## src/rtl/serial_add_pkg.sv

```systemverilog
// -----------------------------------------------------------------------------
// serial_add_pkg
// Shared definitions for the byte-serial adder/subtractor:
//   - state_e : FSM state encoding (IDLE, ADD, DONE)
//   - BYTE_W  : width of the shared adder slice, in bits
//   - idx_width() : index-counter width for a given byte count
// -----------------------------------------------------------------------------
package serial_add_pkg;

  localparam int BYTE_W = 8;

  typedef enum logic [1:0] {
    IDLE = 2'd0,
    ADD  = 2'd1,
    DONE = 2'd2
  } state_e;

  // Width of a counter that indexes nbytes bytes; never narrower than 1 bit.
  function automatic int idx_width(input int nbytes);
    return (nbytes > 1) ? $clog2(nbytes) : 1;
  endfunction

endpackage : serial_add_pkg

```

## src/rtl/rca8_slice.sv

```systemverilog
// -----------------------------------------------------------------------------
// rca8_slice
// Purely combinational 8-bit ripple-carry adder slice.
// Ports:
//   x, y : 8-bit addends
//   ci   : carry in
//   s    : 8-bit sum
//   co   : carry out of bit 7
//   c6   : carry out of bit 6 (the carry into bit 7), used for signed overflow
// -----------------------------------------------------------------------------
module rca8_slice (
  input  logic [7:0] x,
  input  logic [7:0] y,
  input  logic       ci,
  output logic [7:0] s,
  output logic       co,
  output logic       c6
);

  logic [8:0] c;

  // NOTE: every combinational output gets a value before any conditional
  // or looped logic so no path leaves it unassigned (which would infer a latch).
  always_comb begin
    c    = '0;
    s    = '0;
    c[0] = ci;
    for (int i = 0; i < 8; i++) begin
      s[i]   = x[i] ^ y[i] ^ c[i];
      c[i+1] = (x[i] & y[i]) | (x[i] & c[i]) | (y[i] & c[i]);
    end
  end

  assign co = c[8];
  assign c6 = c[7];

endmodule : rca8_slice

```

## src/rtl/serial_add_ctrl.sv

```systemverilog
// -----------------------------------------------------------------------------
// serial_add_ctrl
// Byte-serial signed adder/subtractor. One shared 8-bit slice processes the
// operands LSB byte first, one byte per clock, under a three-state FSM.
//
// Parameters:
//   NBYTES : operand width in bytes (2..16); W = 8*NBYTES
// Ports:
//   clk    : clock, rising edge
//   rst_n  : asynchronous active-low reset
//   start  : operation request, accepted when ready is high
//   sub    : 0 = a+b, 1 = a-b (sampled with start)
//   a, b   : signed operands (sampled with start)
//   ready  : high in IDLE and DONE (start will be accepted)
//   done   : one-cycle pulse, result valid
//   sum    : result; intermediate bytes appear while adding
//   cout   : carry out of the MSB (on subtract, 1 = no borrow)
//   v      : signed overflow
// -----------------------------------------------------------------------------
module serial_add_ctrl
  import serial_add_pkg::*;
#(
  parameter int NBYTES = 4
) (
  input  logic                     clk,
  input  logic                     rst_n,
  input  logic                     start,
  input  logic                     sub,
  input  logic [BYTE_W*NBYTES-1:0] a,
  input  logic [BYTE_W*NBYTES-1:0] b,
  output logic                     ready,
  output logic                     done,
  output logic [BYTE_W*NBYTES-1:0] sum,
  output logic                     cout,
  output logic                     v
);

  localparam int W     = BYTE_W * NBYTES;
  localparam int IDX_W = idx_width(NBYTES);
  localparam logic [IDX_W-1:0] LAST_IDX = IDX_W'(NBYTES - 1);

  // ---------------------------------------------------------------------------
  // State
  // ---------------------------------------------------------------------------
  state_e           state_q, state_d;
  logic [W-1:0]     a_q, a_d;
  logic [W-1:0]     b_q, b_d;       // holds ~b when subtracting
  logic [IDX_W-1:0] idx_q, idx_d;
  logic             carry_q, carry_d;
  logic [W-1:0]     sum_q, sum_d;
  logic             cout_q, cout_d;
  logic             v_q, v_d;

  // ---------------------------------------------------------------------------
  // Byte select for the shared slice
  // ---------------------------------------------------------------------------
  logic [7:0] a_byte, b_byte, slice_s;
  logic       slice_co, slice_c6;

  always_comb begin
    a_byte = a_q[7:0];
    b_byte = b_q[7:0];
    for (int i = 0; i < NBYTES; i++) begin
      if (idx_q == IDX_W'(i)) begin
        a_byte = a_q[i*BYTE_W +: BYTE_W];
        b_byte = b_q[i*BYTE_W +: BYTE_W];
      end
    end
  end

  rca8_slice u_slice (
    .x  (a_byte),
    .y  (b_byte),
    .ci (carry_q),
    .s  (slice_s),
    .co (slice_co),
    .c6 (slice_c6)
  );

  // ---------------------------------------------------------------------------
  // Next-state and datapath update
  // ---------------------------------------------------------------------------
  always_comb begin
    state_d = state_q;
    a_d     = a_q;
    b_d     = b_q;
    idx_d   = idx_q;
    carry_d = carry_q;
    sum_d   = sum_q;
    cout_d  = cout_q;
    v_d     = v_q;

    unique case (state_q)
      IDLE, DONE: begin
        if (start) begin
          // Subtraction is a + ~b + 1: invert b here and seed the carry with 1.
          a_d     = a;
          b_d     = sub ? ~b : b;
          idx_d   = '0;
          carry_d = sub;
          state_d = ADD;
        end else if (state_q == DONE) begin
          state_d = IDLE;
        end
      end

      ADD: begin
        for (int i = 0; i < NBYTES; i++) begin
          if (idx_q == IDX_W'(i)) begin
            sum_d[i*BYTE_W +: BYTE_W] = slice_s;
          end
        end
        carry_d = slice_co;
        idx_d   = idx_q + 1'b1;
        if (idx_q == LAST_IDX) begin
          // Flags come from the top byte only; overflow is carry-in vs
          // carry-out of the sign bit, identical for add and subtract.
          cout_d  = slice_co;
          v_d     = slice_co ^ slice_c6;
          state_d = DONE;
        end
      end

      default: state_d = IDLE;
    endcase
  end

  // NOTE: sequential state uses non-blocking assignments so every register
  // samples the pre-edge values regardless of statement order.
  // NOTE: the operand and result registers are plain flops (not a memory
  // array), so clearing them in the async reset is cheap and keeps a
  // discarded operation from leaking into later outputs.
  always_ff @(posedge clk or negedge rst_n) begin
    if (!rst_n) begin
      state_q <= IDLE;
      a_q     <= '0;
      b_q     <= '0;
      idx_q   <= '0;
      carry_q <= 1'b0;
      sum_q   <= '0;
      cout_q  <= 1'b0;
      v_q     <= 1'b0;
    end else begin
      state_q <= state_d;
      a_q     <= a_d;
      b_q     <= b_d;
      idx_q   <= idx_d;
      carry_q <= carry_d;
      sum_q   <= sum_d;
      cout_q  <= cout_d;
      v_q     <= v_d;
    end
  end

  // ---------------------------------------------------------------------------
  // Outputs
  // ---------------------------------------------------------------------------
  assign ready = (state_q != ADD);
  assign done  = (state_q == DONE);
  assign sum   = sum_q;
  assign cout  = cout_q;
  assign v     = v_q;

endmodule : serial_add_ctrl

```

## config.mk

```make
export PLATFORM = sky130hd
export DESIGN_NAME = serial_add_ctrl
export DESIGN_NICKNAME = d
export VERILOG_FILES = /design/src/rtl/serial_add_pkg.sv /design/src/rtl/rca8_slice.sv /design/src/rtl/serial_add_ctrl.sv
export SDC_FILE = /design/constraint.sdc
export NUM_CORES = 1
export LEC_CHECK = 0
export BUFFER_PORTS_ARGS = -buffer_cell sky130_fd_sc_hd__clkbuf_2
export CAP_MARGIN = 5
export CORE_AREA = 2 2 103 105
export DETAILED_ROUTE_END_ITERATION = 10
export DIE_AREA = 0 0 105 107
export PLACE_DENSITY_LB_ADDON = 0.08
export SYNTH_ARGS = -nofsm -noshare
export SYNTH_HDL_FRONTEND = slang
export SYNTH_SLANG_ARGS = --single-unit
```

## constraint.sdc

```tcl
create_clock -name clk -period 4.9 [get_ports clk]
set_clock_uncertainty 0.05 [all_clocks]
set_input_delay 0.245 -clock clk [delete_from_list [all_inputs] [get_ports clk]]
set_output_delay 0.245 -clock clk [all_outputs]
set_load 0.01 [all_outputs]
```

==> impl_table.tex <==
\begin{tabular}{lr}
\hline
Metric & Value \\
\hline
\multicolumn{2}{l}{\textbf{Global routing}} \\
GRT Residual Overflow & 0 \\
Pin count of the biggest net entering global routing & 75 \\
Global Route Usage Sum & 18.7\% \\
Number of antenna violations at the first check in global routing & 0 \\
Vias in the first global route & $\sim$3100 \\
First-pass GRT wire length & 16500 microns \\
\multicolumn{2}{l}{\textbf{STA}} \\
Shortest period the worst path allows & about 4700 ps \\
Fin crit share & about 96\% \\
Transition time at the pin with the least slew margin & 992 ps \\
Number of hold-slack violations in the final timing report & 0 \\
Worst relative slew slack & 33.8\% \\
Max-slew violation count & 0 \\
Setup total negative slack & 0 ps \\
Achievable clock frequency & 213 MHz \\
Final worst setup slack & between 200 and 250 ps \\
Final hold slack & approximately 53 ps \\
Final setup viols & 0 \\
\multicolumn{2}{l}{\textbf{Logic synthesis}} \\
Asr flop ratio synth & 100\% \\
Most used flip-flop cell after synthesis & sky130\_fd\_sc\_hd\_\_dfrtp\_1 \\
Compound-cell area share of the yosys netlist & 8.32\% \\
Synthesized instance count & 385 \\
Count of state elements after synthesis & around 100 \\
Mapped cell area & 4840 sq um \\
Total nets after synthesis & 465 \\
Fraction of the mapped netlist area in simple logic gates & 5.56\% \\
Number of flops mapped to enable cells by yosys & 0 \\
Post-Synth Adder-Cell Area & 4.34\% \\
Syn avg cell area & about 13 sq um \\
Multiplexer share of the synthesized area & 18.7\% \\
Combinational family with the most area after synthesis & multiplexers \\
Seq/Total Area, Yosys & a little over half \\
Number of distinct library cells after synthesis & 28 \\
Synthesized-area fraction occupied by xor and xnor cells & 5.97\% \\
Number of synthesis warnings & 0 \\
\multicolumn{2}{l}{\textbf{Clock network}} \\
Buffers inserted during post-CTS setup optimization & 0 \\
TritonCTS sink count & between 100 and 150 \\
Total CTS buffers & 9 \\
Clock Tree Buf Depth & 2 \\
Number of H-tree branching levels & 3 \\
CTS clock-pin slew for the worst setup and hold paths & $\sim$100 ps \\
CTS tree & done \\
Clock network latency to the later pin of the worst-skew pair & 360 ps \\
Clock root buffer & sky130\_fd\_sc\_hd\_\_clkbuf\_8 \\
\multicolumn{2}{l}{\textbf{Min path}} \\
Path category of the worst min-delay check & in -> reg \\
\multicolumn{2}{l}{\textbf{Layout}} \\
Layout cell share with drive strength beyond 1 & 39.7\% \\
Synthesis-to-finish area growth & 18.0\% \\
N\_diodes & 0 \\
Summed area of non-filler cells in the final layout & 5710 sq um \\
Final layout net count & about 570 \\
\multicolumn{2}{l}{\textbf{Critical path}} \\
Category of the worst setup path launch point & flip-flop \\
Crit-path slowest cell & sky130\_fd\_sc\_hd\_\_dfrtp\_2 \\
Origin of the worst setup path & idx\_q[0] \\
Crit Reg-Reg Endpoint & sum[23] \\
Worst reg2reg startpoint & idx\_q[0] \\
List of cells traversed by the critical path & inv\_1, ha\_2, nand2b\_4, o221ai\_2, fa\_1, inv\_1, fa\_1, fa\_1, fa\_1, fa\_1, fa\_1, fa\_1, inv\_1, fa\_1, o21ai\_0 \\
Maximum fanout encountered on the critical timing path & 8 \\
CP Capture Point & sum[23] \\
Largest stage delay on the critical path & around 480 ps \\
Data arrival time of the worst path & 4920 ps \\
Setup CP Type & reg -> reg \\
Capturing element type of the critical path & flip-flop \\
Data required, critical path & 5120 ps \\
Register-to-Register Setup Slack & slightly above 200 ps \\
Library cell appearing most often on the critical path & sky130\_fd\_sc\_hd\_\_fa\_1 \\
Worst r2r path cells & 15 \\
\multicolumn{2}{l}{\textbf{Die}} \\
Number of I/O pins & 104 \\
Number of core rows & 37 \\
Starting utilization of the core area & 48.0\% \\
Full die area & about 11000 sq um \\
Width of the die & 105 microns \\
Die Ht & 107 microns \\
Floorplan core area & 10100 sq um \\
\multicolumn{2}{l}{\textbf{Place}} \\
Port Buf Inserts & 103 \\
Placer's final routability congestion estimate & 0.820 \\
Post-place instance area & 5450 sq um \\
Dpl hpwl & about 7700 microns \\
Worst-case setup slack after placement & 13.5 ps \\
\multicolumn{2}{l}{\textbf{Pwr}} \\
Final total power & 4.48 mW \\
Peak supply drop & 0.000387 V \\
Pwr dens & 784 nW/um\^{}2 \\
Static leakage & 2.74 nW \\
\multicolumn{2}{l}{\textbf{Drt}} \\
Remaining number of nets flagged by the antenna check after routing & 0 \\
Number of detailed-route iterations in the first pass & 4 \\
DR vias & between 3000 and 4000 \\
Total wire length after detailed routing & 10300 microns \\
Via count normalized by instance count & $\sim$5 \\
Number of DRC violations after detailed routing & 0 \\
Routed wire length per instance & 16.4 microns \\
DRC violation total after the first TritonRoute iteration & 85 \\
\multicolumn{2}{l}{\textbf{Job}} \\
Max\_cap viols & 0 \\
\multicolumn{2}{l}{\textbf{Status}} \\
Status & finished clean \\
\hline
\end{tabular}
[cell usage after synthesis (all sizes together), types with 5 or more instances]
cell	n	area (sq um)
dfrtp	103	2580
buf	19	138
mux2	56	747
nand2	46	173
inv	8	30.0
o22ai	12	75.1
fa	8	160
o21ai	45	225
nand3b	5	45.0
a21oi	12	60.1
xnor2	32	280
mux2i	16	160
[power by group]
group / switching, mW / internal, mW / total (mW) / leakage [nW]
combinational: 1.22 / 1.14 / 2.36 / 1.40
sequential: 0.285 / 1.29 / 1.58 / 1.24
clock: 0.294 / 0.251 / 0.545 / 0.103
[placed cells by master, fill, tap and decap left out, types with 8 or more instances in the layout]
cell type,synthesis,layout
sky130_fd_sc_hd__dfrtp_1,103,102
sky130_fd_sc_hd__nand2_1,46,46
sky130_fd_sc_hd__o22ai_1,12,12
sky130_fd_sc_hd__inv_1,8,8
sky130_fd_sc_hd__fa_1,8,8
sky130_fd_sc_hd__clkbuf_2,0,102
sky130_fd_sc_hd__buf_4,2,10
sky130_fd_sc_hd__a21oi_1,12,12
sky130_fd_sc_hd__xnor2_1,32,32
sky130_fd_sc_hd__mux2i_1,16,16
sky130_fd_sc_hd__o21ai_0,42,42
sky130_fd_sc_hd__clkbuf_8,0,10
sky130_fd_sc_hd__mux2_4,31,31
sky130_fd_sc_hd__mux2_2,25,25
[critical path: cells and delay by family (launching register included)]
family | cells | cell delay [ps]
DFF | 1 | 480
buffers and inverters | 3 | 250
and+or+nand+nor | 1 | 110
AOI/OAI and AO/OA | 2 | 400
adders and majority gates | 9 | 3320
[layer usage]
layer / up-vias / global-route usage (%) / wire, microns
met5: - / 0 / 0
met4: 0 / 4.57 / 99
met3: 8 / 3.40 / 390
met2: 69 / 30.7 / 5010
met1: 1510 / 26.0 / 4810
li1: 1537 / - / -
[per-stage QoR]
step	util, %	cells
2_1_floorplan	-	385
3_3_place_gp	54.0	610
5_1_grt	56.6	627
6_report	56.6	627
4_1_cts	56.1	627
3_5_place_dp	54.0	610
[registers in the layout (all words and copies together) (netlist names)]
register	count
a_q	32
b_q	32
carry_q	1
cout	1
idx_q	2
state_q	2
sum	32
v	1
[logic make-up (layout without fill, tap and decap cells)]
kind of cell,after synthesis,count (layout)
xor gates and xnor gates,33,33
AOI/OAI and AO/OA,74,74
buffers and inverters,32,138
and+or+nand+nor,59,59
muxes,72,72
adders and majority gates,12,12
DFF,103,103
[area by class of cell]
type / count / area (sq um)
fill: 924 / 4380
sequential: 103 / 2580
multi-input combinational: 250 / 2130
timing repair buffer: 113 / 596
tap: 136 / 170
clock buffer: 11 / 141
clock inverter: 5 / 57.6
inverter: 9 / 37.5
[worst min-delay path by stage]
| stage | start | endpoint | depth (start not counted) |
|---|---|---|---|
| floorplan | rst_n | a_q[0] | 0 |
| global placement | rst_n | sum[6] | 1 |
| detailed placement | rst_n | sum[6] | 1 |
| CTS | a[10] | a_q[10] | 2 |
| global route | a[7] | a_q[7] | 2 |
| finish | a[15] | a_q[15] | 2 |
[repair_timing]
action | in CTS | in global routing
hold buffers | 1 | 0
resized for setup | 1 | 12
hold endpoints to repair | 48 | 0
endpoints found under the setup margin | 1 | 5
(Power assumes the default switching activity.)
